## src/rtl/alu_share_ctrl_if.sv

```systemverilog
// Bundle of requester, shared-ALU and response signals for alu_share_ctrl.
// The slave modport is the controller's view; master is the surrounding system.
interface alu_share_ctrl_if;
  logic       req0_valid;
  logic       req0_ready;
  logic [2:0] req0_op;
  logic [7:0] req0_a;
  logic [7:0] req0_b;

  logic       req1_valid;
  logic       req1_ready;
  logic [2:0] req1_op;
  logic [7:0] req1_a;
  logic [7:0] req1_b;

  logic [2:0] alu_op;
  logic [7:0] alu_a;
  logic [7:0] alu_b;
  logic [7:0] alu_y;

  logic       rsp_valid;
  logic       rsp_ready;
  logic       rsp_id;
  logic [7:0] rsp_data;

  modport slave (
    input  req0_valid, req0_op, req0_a, req0_b,
    output req0_ready,
    input  req1_valid, req1_op, req1_a, req1_b,
    output req1_ready,
    output alu_op, alu_a, alu_b,
    input  alu_y,
    output rsp_valid, rsp_id, rsp_data,
    input  rsp_ready
  );

  modport master (
    output req0_valid, req0_op, req0_a, req0_b,
    input  req0_ready,
    output req1_valid, req1_op, req1_a, req1_b,
    input  req1_ready,
    input  alu_op, alu_a, alu_b,
    output alu_y,
    input  rsp_valid, rsp_id, rsp_data,
    output rsp_ready
  );
endinterface

```

## src/rtl/alu_share_ctrl.sv

```systemverilog
// alu_share_ctrl: round-robin arbiter in front of one shared fixed-latency 8-bit ALU.
// One command is in flight at a time; the result is held until the consumer takes it.
module alu_share_ctrl #(
  parameter int unsigned ALU_LAT = 1  // 1..4
) (
  input logic             clk,
  input logic             rst,
  alu_share_ctrl_if.slave bus
);

  localparam logic [2:0] CntLoad = 3'(ALU_LAT);

  typedef enum logic [1:0] {StIdle, StWait, StResp} state_e;

  state_e     r_state;
  logic [2:0] r_cnt;
  logic       r_last;       // requester granted most recently
  logic [2:0] r_op;
  logic [7:0] r_a;
  logic [7:0] r_b;
  logic       r_id;
  logic       r_rsp_valid;
  logic [7:0] r_rsp_data;

  logic w_idle;
  logic w_gnt0;
  logic w_gnt1;
  logic w_accept;

  // Combinational grant in IDLE only; on contention favour the requester not granted last.
  always_comb begin
    w_idle   = (r_state == StIdle) && !rst;
    w_gnt0   = w_idle && bus.req0_valid && (!bus.req1_valid || r_last);
    w_gnt1   = w_idle && bus.req1_valid && (!bus.req0_valid || !r_last);
    w_accept = w_gnt0 || w_gnt1;
  end

  assign bus.req0_ready = w_gnt0;
  assign bus.req1_ready = w_gnt1;
  assign bus.alu_op     = r_op;
  assign bus.alu_a      = r_a;
  assign bus.alu_b      = r_b;
  assign bus.rsp_valid  = r_rsp_valid;
  assign bus.rsp_id     = r_id;
  assign bus.rsp_data   = r_rsp_data;

  // Transaction FSM: latch command, count ALU latency, hold the response until taken.
  always_ff @(posedge clk or posedge rst) begin
    if (rst) begin
      r_state     <= StIdle;
      r_cnt       <= 3'd0;
      r_last      <= 1'b1;  // requester 0 wins the first contention
      r_op        <= 3'd0;
      r_a         <= 8'd0;
      r_b         <= 8'd0;
      r_id        <= 1'b0;
      r_rsp_valid <= 1'b0;
      r_rsp_data  <= 8'd0;
    end else begin
      unique case (r_state)
        StIdle: begin
          if (w_accept) begin
            r_op    <= w_gnt0 ? bus.req0_op : bus.req1_op;
            r_a     <= w_gnt0 ? bus.req0_a  : bus.req1_a;
            r_b     <= w_gnt0 ? bus.req0_b  : bus.req1_b;
            r_id    <= w_gnt1;
            r_last  <= w_gnt1;
            r_cnt   <= CntLoad;
            r_state <= StWait;
          end
        end
        StWait: begin
          r_cnt <= r_cnt - 3'd1;
          // Counter hits zero on this edge: ALU output has settled for ALU_LAT cycles.
          if (r_cnt == 3'd1) begin
            r_rsp_data  <= bus.alu_y;
            r_rsp_valid <= 1'b1;
            r_state     <= StResp;
          end
        end
        StResp: begin
          // Return to IDLE only; the next grant can happen one cycle later at the earliest.
          if (bus.rsp_ready) begin
            r_rsp_valid <= 1'b0;
            r_state     <= StIdle;
          end
        end
        default: begin
          r_state <= StIdle;
        end
      endcase
    end
  end

endmodule

```

## src/flat_wrapper.sv

```systemverilog
// flat-port wrapper written by rule: the top's interface ports become plain ports
module alu_share_ctrl_flat 
#(
  parameter int unsigned ALU_LAT = 1         
)
  (clk, rst, bus_req0_valid, bus_req0_op, bus_req0_a, bus_req0_b, bus_req0_ready, bus_req1_valid, bus_req1_op, bus_req1_a, bus_req1_b, bus_req1_ready, bus_alu_op, bus_alu_a, bus_alu_b, bus_alu_y, bus_rsp_valid, bus_rsp_id, bus_rsp_data, bus_rsp_ready);
  alu_share_ctrl_if bus_i ();
  input logic clk;
  input logic rst;
  input wire logic [$bits(bus_i.req0_valid)-1:0] bus_req0_valid;
  input wire logic [$bits(bus_i.req0_op)-1:0] bus_req0_op;
  input wire logic [$bits(bus_i.req0_a)-1:0] bus_req0_a;
  input wire logic [$bits(bus_i.req0_b)-1:0] bus_req0_b;
  output wire logic [$bits(bus_i.req0_ready)-1:0] bus_req0_ready;
  input wire logic [$bits(bus_i.req1_valid)-1:0] bus_req1_valid;
  input wire logic [$bits(bus_i.req1_op)-1:0] bus_req1_op;
  input wire logic [$bits(bus_i.req1_a)-1:0] bus_req1_a;
  input wire logic [$bits(bus_i.req1_b)-1:0] bus_req1_b;
  output wire logic [$bits(bus_i.req1_ready)-1:0] bus_req1_ready;
  output wire logic [$bits(bus_i.alu_op)-1:0] bus_alu_op;
  output wire logic [$bits(bus_i.alu_a)-1:0] bus_alu_a;
  output wire logic [$bits(bus_i.alu_b)-1:0] bus_alu_b;
  input wire logic [$bits(bus_i.alu_y)-1:0] bus_alu_y;
  output wire logic [$bits(bus_i.rsp_valid)-1:0] bus_rsp_valid;
  output wire logic [$bits(bus_i.rsp_id)-1:0] bus_rsp_id;
  output wire logic [$bits(bus_i.rsp_data)-1:0] bus_rsp_data;
  input wire logic [$bits(bus_i.rsp_ready)-1:0] bus_rsp_ready;
  assign bus_i.req0_valid = bus_req0_valid;
  assign bus_i.req0_op = bus_req0_op;
  assign bus_i.req0_a = bus_req0_a;
  assign bus_i.req0_b = bus_req0_b;
  assign bus_req0_ready = bus_i.req0_ready;
  assign bus_i.req1_valid = bus_req1_valid;
  assign bus_i.req1_op = bus_req1_op;
  assign bus_i.req1_a = bus_req1_a;
  assign bus_i.req1_b = bus_req1_b;
  assign bus_req1_ready = bus_i.req1_ready;
  assign bus_alu_op = bus_i.alu_op;
  assign bus_alu_a = bus_i.alu_a;
  assign bus_alu_b = bus_i.alu_b;
  assign bus_i.alu_y = bus_alu_y;
  assign bus_rsp_valid = bus_i.rsp_valid;
  assign bus_rsp_id = bus_i.rsp_id;
  assign bus_rsp_data = bus_i.rsp_data;
  assign bus_i.rsp_ready = bus_rsp_ready;
  alu_share_ctrl #(.ALU_LAT(ALU_LAT)) u_core (.clk(clk), .rst(rst), .bus(bus_i));
endmodule
```

## config.mk

```make
export PLATFORM = sky130hd
export DESIGN_NAME = alu_share_ctrl_flat
export DESIGN_NICKNAME = d
export VERILOG_FILES = /design/src/rtl/alu_share_ctrl_if.sv /design/src/rtl/alu_share_ctrl.sv /design/src/flat_wrapper.sv
export SDC_FILE = /design/constraint.sdc
export NUM_CORES = 1
export LEC_CHECK = 0
export BUFFER_PORTS_ARGS = -buffer_cell sky130_fd_sc_hd__buf_2
export CORE_MARGIN = 2
export CORE_UTILIZATION = 42
export DETAILED_ROUTE_END_ITERATION = 6
export MAX_ROUTING_LAYER = met4
export PLACE_DENSITY = 0.87
export SLEW_MARGIN = 20
export SYNTH_ARGS = -nofsm -noshare
export SYNTH_HDL_FRONTEND = slang
export SYNTH_SLANG_ARGS = --single-unit
export TNS_END_PERCENT = 1
```

## constraint.sdc

```tcl
create_clock -name clk -period 1.25 [get_ports clk]
set_input_delay 0.125 -clock clk [delete_from_list [all_inputs] [get_ports clk]]
set_output_delay 0.125 -clock clk [all_outputs]
set_load 0.01 [all_outputs]
```

==> results.md, run 1 <==
GRT:
- The number of antenna violations at the first check in global routing came to 0.
- The total track usage is 21.3%.
- For this run the aggregate overflow at the end of global routing stands at 0.
- The largest net degree at the start of global routing is 41.
- The number of global-route vias before repair is 1751.
- The first global-routing pass estimated 8190 µm of wire.

Logic synthesis:
- The mean area per synthesized cell is 9.81 µm².
- The post-synthesis cell count is 186.
- In the post-synthesis netlist, the biggest area contributors are dfrtp_1 (47%), o22a_1 (9.1%), o211ai_1 (7.8%).
- The commonest register cell after synthesis is dfrtp_1.
- The number of distinct library cells after synthesis is 27.
- The commonest cells after synthesis are dfrtp_1 (34), inv_1 (23), nand2_1 (21).
- The number of synthesized register bits is 35.
- The post-synthesis instance area is 1820 µm².
- The number of warning messages in the yosys log is 0.
- The top cell type by total area after synthesis is dfrtp_1.
- The count of flip-flops with a built-in enable after synthesis is 0.
- The cell with the most instances after synthesis is dfrtp_1.
- The number of nets in the synthesized netlist is 239.
- The share of synthesized registers carrying an async set or reset is 100%.
- The proportion of netlist area held by the largest area contributor is 46.6%.
- Sequential elements use 48.1% of the synthesized area.

Cells and area:
- For this run, the post-layout net count is 336.
- For this run, the number of standard cells in the final layout without fillers is 334.
- From synthesis to final layout, the design area changed by 47.1%.
- 0 antenna diodes ended up in the layout.
- Of the cells placed in the final design, the portion with a size suffix greater than 1 is 46.5%.
- The final non-filler cell area is 2680 µm².

Timing:
- The worst slew margin relative to its limit is 83.5%.
- Setup repair after global routing could not meet its margin everywhere.
- The final setup skew is 6.75 ps.
- The count of pins over their slew limit is 0.
- Hold is met by 66.3 ps.
- The setup total negative slack is -4780 ps.
- Dividing the final minimum period by the clock period gives 116%.
- The worst-margin pin slew is 247 ps.
- Setup violations remaining at the end of the flow were counted as 33.
- Once routing completed, OpenROAD measured the worst setup slack at -198 ps.
- Subtracting the final worst setup slack from the clock period gives 1450 ps.
- The maximum clock rate is 0.691 GHz.
- The final hold violation count is 0.

Worst setup path:
- The data arrival time at the worst-slack endpoint is 1620 ps.
- STA puts the critical path data required time at 1420 ps.
- Across all register-to-register paths, the minimum setup slack is -200 ps.
- The largest single stage delay on the critical path is 420 ps.
- The highest fanout seen on the critical path is 13.
- The cell with the biggest individual delay on the critical path is dfrtp_1.
- The critical path is of the reg -> reg type.
- The kind of capture point of the worst setup path is a flop.
- Walking the worst path, the cells encountered are nor3_4, buf_4, buf_6, a31oi_1, o22a_1.
- The startpoint type of the worst setup path is a flop.

Detailed routing:
- The total iterations of the first detailed-routing run is 4.
- The detailed-route DRC error count is 0.
- In the final routed layout, each cell accounts on average for 14.6 µm.
- The number of nets still failing antenna checks after routing is 0.
- The wire length after detailed routing is 4870 µm.
- The via count is 1813.
- The post-detailed-route via-to-cell ratio is 5.43.
- The starting DRC count in detailed routing is 69.

Flow run:
- Max-cap violations in this run came to 0.

Floorplanning:
- The die is 69.9 µm wide.
- The y dimension of the die is 69.9 µm.
- The core region area is 4090 µm².
- The floorplan step defined a die boundary enclosing 4890 µm².
- The number of placement rows is 23.
- The number of top-level design ports is 82.
- The initial standard-cell utilization of the core is 44.6%.

Clock tree:
- The buffer cell driving the clock tree root is clkbuf_8.
- The buffer depth of the longest clock path is 2.
- For this design, the sink count on the clock tree is 35.
- TritonCTS created 5 clock buffers.
- TritonCTS built the clock tree.
- The clock transition at the registers of the reported paths is 70 ps.
- The maximum level of the CTS H-tree is 2.
- At the later pin of the worst-skew pair, clock insertion delay measures 280 ps.

Pwr:
- The worst-case IR drop observed on VDD is 1.29 mV.
- The total power per unit cell area is 2340 nW/µm².
- In this run the static leakage power is 1.31 nW.
- Total power for the finished layout comes to 6.28 mW.

Min path:
- The path class of the tightest hold or removal check is in -> reg.

Place:
- Routability-driven placement finished with a final weighted congestion of 0.778.
- The placed instances occupy a cell area of 2420 µm².
- The count of buffers added on input and output ports is 81.
- Counting tap cells, the placed design contains a total of 321 instances.
- Detailed placement finished with a half-perimeter wire length of 3230 µm.

Outcome:
- The flow ran to the end, but the final reports show violations.
- The final reports fail on negative setup slack.
==> critical path: cells and delay by family, from the launching register on <==
kind | cells | cell delay (ps)
buffers and inverters | 2 | 340
AOI/OAI and AO/OA | 2 | 300
and+or+nand+nor | 1 | 270
DFF | 1 | 420
==> state kept, by name (all words and copies together), names as in the netlist <==
name,flops
u_core.bus.alu_a,8
u_core.bus.rsp_id,1
u_core.bus.alu_op,3
u_core.r_last,1
u_core.bus.rsp_valid,1
u_core.bus.rsp_data,8
u_core.r_state,2
u_core.r_cnt,3
u_core.bus.alu_b,8
==> cell type report <==
class,count,area (µm²)
fill,320,1400
sequential,35,877
multi-input combinational,113,860
timing repair buffer,105,662
inverter,23,86.3
clock buffer,5,68.8
clock inverter,3,67.6
tap,50,62.6
==> cell usage in the layout, fill, tap and decap left out, drive strengths merged, types with 2 or more instances in the layout <==
| master | count |
|---|---|
| a21o | 4 |
| nor2b | 2 |
| o211ai | 19 |
| dfrtp | 34 |
| o22ai | 2 |
| nor2 | 3 |
| mux2 | 8 |
| nand2 | 21 |
| clkbuf | 5 |
| o22a | 19 |
| ha | 2 |
| bufinv | 2 |
| a31oi | 19 |
| buf | 104 |
| inv | 23 |
| nand2b | 4 |
| nand3b | 2 |
==> what timing repair did <==
action,CTS,global route
gates resized for setup,13,6
pin swaps,5,1
hold endpoints to repair,34,0
gates cloned,1,0
setup endpoints to repair,33,35
setup buffers,3,0
hold buffers,1,0
==> worst paths after layout <==
kind	start	endpoint	cells past startpoint
worst min-delay path	bus_rsp_ready	u_core.r_state[1]	2
worst max-delay path	u_core.r_state[1]	u_core.bus.alu_a[5]	5
worst max register to register	u_core.r_state[1]	u_core.bus.alu_a[5]	5
worst min register to register	u_core.bus.rsp_valid	u_core.bus.rsp_valid	1
max in group asynchronous	rst	u_core.r_last	4
min in group asynchronous	rst	u_core.bus.rsp_data[4]	4
==> layer usage <==
| metal | global-route usage (%) | wire (µm) |
|---|---|---|
| met1 | 26.6 | 2050 |
| met2 | 34.9 | 2480 |
| met3 | 4.04 | 280 |
| met4 | 7.26 | 49 |
| met5 | - | 0 |
==> where the power goes <==
part | switching [mW] | total (mW) | internal, mW
clock | 0.415 | 1.21 | 0.795
sequential | 0.325 | 2.02 | 1.69
combinational | 1.44 | 3.05 | 1.61
total | 2.18 | 6.28 | 4.10
==> logic make-up after synthesis <==
group                      Yosys count  synth area share (%)
AOI/OAI and AO/OA                   65                  26.5
xor gates and xnor gates             1                 0.480
adders and majority gates            2                  1.37
buffers and inverters               39                  8.78
DFF                                 35                  48.1
muxes                                8                  4.94
and+or+nand+nor                     36                  9.88
==> per-stage QoR <==
step	worst slack (ps)	utilization [%]
detailed placement	-180	59.3
global route	-242	65.7
floorplan	-72.3	-
global placement	-109	59.3
CTS	-171	65.2
finish	-198	65.7
(Power assumes the default switching activity.)
==> run 2: changes to the inputs <==
GPL_TIMING_DRIVEN = 0   (was default)
==> results.md, run 2 (synthesis results as in run 1) <==
Outcome:
- The run finished, with violations left.
- The final reports fail on negative hold slack, negative setup slack.

Place:
- The routability congestion estimate is 0.804.
- Prior to clock tree synthesis, the placed netlist has a worst setup slack of -364 ps.
- Once placement finished, the instance area stood at 2290 µm².
- Summed over all nets, the half-perimeter wirelength after detailed placement is 3370 µm.
- The post-placement cell count is 317.
- The count of buffers inserted at the top-level ports is 81.

GRT:
- The total overflow left after global routing is 0.
- The number of global-route vias before repair is 1789.
- The first global-routing pass estimated 8000 µm of wire.
- For this run, the total global-route usage over all layers was measured as 20.6%.
- Entering global routing, the biggest net connects 36 pins.
- The number of antenna violations at the first check in global routing is 0.

Worst setup path:
- The kind of critical path is reg -> out.
- STA classifies the critical path endpoint as an output port.
- STA classifies the critical path startpoint as a flop.
- STA puts the critical path data arrival time at 1420 ps.
- The highest fanout seen on the critical path is 5.
- Data on the critical path is required at its endpoint by 1120 ps.

Detailed routing:
- The post-detailed-route via-to-cell ratio is 5.36.
- The starting DRC count in detailed routing is 112.
- The average detailed-routed wire length per instance is 14.9 µm.
- The final layout contains routed wiring with a total length of 4970 µm.
- The first TritonRoute pass finished after 4 iterations.
- In the routed design, unresolved DRC markers number 0.
- The final route contains 1784 vias.
- Once detail routing completed, the nets flagged for antenna violations numbered 0.

Floorplanning:
- The initial utilization of the core area, before any placement, comes to 44.6%.
- The area enclosed by the die boundary is 4890 µm².
- The y dimension of the die is 69.9 µm.
- In this run the horizontal extent of the chip is 69.9 µm.
- In this run the core area contains 23 standard-cell rows.
- The core region is 4090 µm².
- 82 I/O pins were placed.

Timing:
- The least setup slack across all paths after layout is -298 ps.
- The final critical path takes up 124% of the cycle.
- Timing would allow up to 0.646 GHz.
- The minimum clock period is 1550 ps.
- The worst-margin pin slew is 734 ps.
- In this run the tightest slew margin relative to its limit is 51.0%.
- The count of pins over their slew limit is 0.
- Setup repair after global routing could not meet its margin everywhere.
- Across all hold checks on the routed design, the worst slack comes to -13.4 ps.
- Setup violations remaining at the end of the flow were counted as 36.
- The final hold violation count is 34.
- For the final database, setup skew stands at 4.93 ps.

Clock tree:
- The clock insertion delay at the later pin of the skew report is 290 ps.
- The H-tree generated during clock tree synthesis spans 2 levels.
- The number of hold buffers added after CTS was 0.
- The buffer depth of the longest clock path is 2.
- The CTS tree is done.
- The tree is rooted in a clkbuf_8.
- The total CTS buffers is 5.
- The clock net in this run drives a total of 35 sinks.
- The clock transition at the registers of the reported paths is 70 ps.

Min path:
- In this run the worst hold path is classified as in -> async.

Cells and area:
- The final non-filler cell area is 2520 µm².
- Fill cells in the final layout number 336.
- In the layout the commonest cells are buf_2 (85), dfrtp_1 (32), nand2_1 (21), inv_1 (21).
- The multi-input combinational cells in the finished layout cover a total of 840 µm².
- The antenna diode count is 0.
- At the end of the flow, the number of nets in the layout was 335.
- The most common library cell in the layout ignoring fill and taps is buf_2.
- The count of cells in the finished layout, fillers not included, comes to 333.
- The register area is 880 µm².
- The area growth from synthesis to layout is 38.3%.
- The share of cells above drive strength 1 is 45.2%.
- Once layout is complete, the utilization of the core stands at 61.8%.

Pwr:
- The total power per unit cell area is 2230 nW/µm².
- Summed over all cells, the static leakage comes to 1.23 nW.
- The internal power contribution is 3.47 mW.
- The share of total power dissipated in sequential elements is 36.1%.
- The part of the power in the clock network is 14.3%.
- The maximum ir drop on the vdd rail is 0.961 mV.
- The switching power total is 2.16 mW.
- Net switching is 38.4% of the power.
- The proportion of power drawn by combinational gates is 49.5%.

Flow run:
- The number of violations of the max-capacitance limit is 0.
-- run 2: area by class of cell --
type                    instances  area share (%)
clock buffers                   5            2.73
repair buffers                 88            18.8
inverters                      23            3.42
flip-flops and latches         35            34.9
multi-input cells             113            33.3
plain buffers                  16            3.87
clock inverters                 3           0.595
well taps                      50            2.48
-- run 2: layer usage --
metal | global-route usage, % | vias to the layer above | share of wire, %
li1 | - | 860 | -
met5 | - | - | 0
met2 | 34.7 | 67 | 51
met1 | 24.5 | 849 | 42
met3 | 4.91 | 8 | 5.9
met4 | 6.62 | 0 | 1.1
-- run 2: worst max-delay path, stage by stage, from the launching register on --
cell     delay [ps]
dfrtp_2         430
nor3_4          260
buf_6           150
and3_4          190
buf_6           100
-- run 2: repair_timing --
action                                  4_1_cts  5_1_grt
endpoints found under the setup margin       35       36
gates cloned                                  1        0
resized for setup                            22        0
pin swaps                                     2        0
setup buffers                                 7        0
-- run 2: through the flow --
step	power, mW	setup TNS [ps]
after floorplan	3.57	-1310
after global placement	4.35	-13050
after detailed placement	4.47	-9030
after CTS	5.63	-6330
after global routing	5.95	-8040
final	5.63	-7180
-- run 2: worst paths after layout --
path	end	slack [ps]	start	depth (start not counted)
worst min-delay path	u_core.r_state[1]	-10	rst	2
min in group clk	u_core.r_state[1]	20	bus_rsp_ready	2
max in group asynchronous	u_core.r_state[0]	760	rst	2
worst max register to register	u_core.bus.rsp_data[4]	-250	u_core.r_state[1]	4
worst min register to register	u_core.bus.rsp_id	480	u_core.bus.rsp_id	1
worst max-delay path	bus_req1_ready	-300	u_core.r_state[1]	4
-- run 2: power by group through the flow --
stage / clock, mW / combinational [mW] / sequential [mW]
2_1_floorplan: 0 / 1.35 / 2.22
3_3_place_gp: 0 / 2.35 / 2.00
3_5_place_dp: 0 / 2.44 / 2.02
4_1_cts: 0.810 / 2.80 / 2.02
5_1_grt: 0.853 / 3.00 / 2.09
6_report: 0.807 / 2.79 / 2.03
==> run 3: changes to the inputs <==
CORE_ASPECT_RATIO = 0.75   (was default)
SETUP_SLACK_MARGIN = 0.1   (was default)
==> results.md, run 3 (synthesis results as in run 1) <==
Floorplanning:
- The die is 80.1 µm wide.
- The core region area is 4100 µm².
- Row generation in the floorplan step produced 20 rows.
- Pin placement for this block handled 82 I/O pins.
- The floorplan step defined a die boundary enclosing 4890 µm².
- The y dimension of the die is 61.1 µm.
- For this configuration, the core starts out at a cell density of 44.5%.

Worst setup path:
- STA classifies the critical path endpoint as an output port.
- The worst reg2reg path startpoint is u_core.r_state[1].
- The last element of the critical path is bus_req1_ready.
- Of all nets on the critical path, the largest fanout is 4.
- The data arrival time at the worst-slack endpoint is 1430 ps.
- The length in cells of the worst reg-to-reg path is 5.
- The data required time at the worst endpoint is 1120 ps.
- The startpoint type of the worst setup path is a flop.
- The setup path with the least slack is of type reg -> out.
- The worst reg-to-reg setup slack is -280 ps.
- In this run the critical register-to-register path is captured at u_core.bus.alu_op[0].
- Tracing the worst setup path back leads to its startpoint at u_core.r_state[1].

Cells and area:
- The area growth from synthesis to layout is 39.7%.
- The repair_antennas step left the layout with diodes totalling 0.
- Excluding fillers, the count of instances in the completed layout stands at 337.
- Measured on the finished design, the core utilization comes to 62.1%.
- Leaving out fill and tap cells, the most frequent cells in the layout are buf_2 (84), dfrtp_1 (32), nand2_1 (21), inv_1 (21).
- In the final layout, the share of cells above drive strength 1 is 45.0%.
- The most common library cell in the layout ignoring fill and taps is buf_2.
- In the final design database the tool counted 334 nets.

GRT:
- The largest net degree at the start of global routing is 36.
- The total track usage is 24.1%.
- The global-route wire length before repair is 8540 µm.
- The number of global-route vias before repair is 1811.
- The sum of overflow across all layers after global routing is 0.
- The number of antenna violations at the first check in global routing is 0.

Timing:
- Clock skew on the completed layout was measured at 3.88 ps.
- The number of endpoints failing setup at the final stage is 35.
- The part of the cycle the worst path needs is 125%.
- The maximum clock rate is 0.642 GHz.
- Final hold analysis gives a worst-case slack of -11.8 ps.
- The setup total negative slack is -7170 ps.
- Setup repair after global routing could not meet its margin everywhere.
- The worst slew margin relative to its limit is 51.4%.
- The count of pins over their slew limit is 0.
- The least setup slack across all paths after layout is -308 ps.
- Subtracting the final worst setup slack from the clock period gives 1560 ps.
- At the pin with the least slew margin, the transition time is 727 ps.
- The final hold violation count is 20.

Detailed routing:
- The routed layout has 1797 vias.
- The final layout contains routed wiring with a total length of 5140 µm.
- Using the TritonRoute via totals, the vias-per-cell ratio works out to 5.33.
- The first detailed-routing pass took 4 iterations.
- The starting DRC count in detailed routing is 86.
- The detailed-route DRC error count is 0.
- Dividing the detail-routed wire length by the instance count gives 15.3 µm.
- The detail route stage leaves a number of antenna-violating nets equal to 0.

Clock tree:
- The clock insertion delay at the later pin of the skew report is 280 ps.
- Buffers inserted during clock tree synthesis total 5.
- TritonCTS built the clock tree.
- Clock-pin slew was measured on the worst setup and hold paths at 70 ps.
- The cell sitting at the root of the clock tree is a clkbuf_8.
- The number of clock sinks is 35.
- In this run the number of H-tree levels came out at 2.
- No sink is reached through more buffers than the 2 on the longest clock path.

Place:
- The congestion estimate from routability-driven global placement came to 0.866.
- In this run the tool buffered the top-level ports with 81 buffer cells.
- The detailed placer's ending HPWL is 3620 µm.
- Prior to clock tree synthesis, the placed netlist has a worst setup slack of -331 ps.
- Counting tap cells, the placed design contains a total of 322 instances.

Outcome:
- The flow ran to the end, but the final reports show violations.
- The checks that failed: negative hold slack, negative setup slack.

Min path:
- The min-delay analysis places its worst path in the category in -> async.

Pwr:
- The proportion of power drawn by combinational gates is 49.0%.
- The leakage power total is 1.23 nW.
- The sequential cell fraction of total power is 35.3%.
- The total power per unit cell area is 2250 nW/µm².
- The net switching share of the total power is 37.4%.
- Across the VDD grid, the largest voltage drop is 1.09 mV.
- The analysis attributes to net switching a power of 2.14 mW.
- The internal power contribution is 3.59 mW.
- Per report_power, the clock group accounts for 15.6% of the total.

Flow run:
- The tool flagged a number of max-cap violations equal to 0.
==> run 3: area by class of cell <==
| cell class | count | area, µm² |
|---|---|---|
| Buffer | 16 | 104 |
| Clock buffer | 8 | 100 |
| Fill cell | 364 | 1560 |
| Inverter | 23 | 86.3 |
| Multi-Input combinational cell | 113 | 836 |
| Sequential cell | 35 | 880 |
| Tap cell | 55 | 68.8 |
| Timing Repair Buffer | 87 | 474 |
==> run 3: repair_timing <==
action                     4_1_cts  5_1_grt
hold buffers                     0        0
resized for setup               23        3
pin swaps                        2        0
setup endpoints to repair       36       37
buffers inserted                 6        0
gates cloned                     1        0
==> run 3: power by group through the flow <==
stage / Sequential (mW) / Clock, mW / Combinational (mW)
after floorplan: 2.22 / 0 / 1.35
after detailed placement: 2.03 / 0 / 2.46
after global placement: 2.00 / 0 / 2.37
after global routing: 2.11 / 0.973 / 3.07
final: 2.03 / 0.895 / 2.81
after CTS: 2.02 / 0.908 / 2.79
==> run 3: worst max-delay path, cell delays in order (launching register included) <==
cell and delay (ps):
dfrtp_2 430, nor3_4 270, buf_6 160, and3_4 190
buf_6 100
==> run 3: how the worst min path moves through the flow <==
stage                              to  slack [ps]  cells after the start
6_report          u_core.bus.alu_b[5]         -10                      2
5_1_grt             u_core.r_state[1]          40                      2
4_1_cts           u_core.bus.alu_b[5]          20                      2
3_5_place_dp   u_core.bus.rsp_data[6]         310                      2
3_3_place_gp        u_core.r_state[1]         320                      2
2_1_floorplan       u_core.r_state[1]         210                      1
==> run 3: through the flow <==
stage                     power [mW]  cell area, µm²
after floorplan                 3.57            1830
after global placement          4.37            2300
after detailed placement        4.48            2300
after CTS                       5.71            2540
after global routing            6.15            2550
final                           5.73            2550
==> run 3: per-layer routing <==
layer | wire length [µm] | vias up | GRT usage (%)
met4 | 78 | 0 | 9.93
met3 | 301 | 10 | 4.99
met1 | 2210 | 870 | 30.7
met5 | 0 | - | -
met2 | 2550 | 60 | 38.2
li1 | - | 857 | -
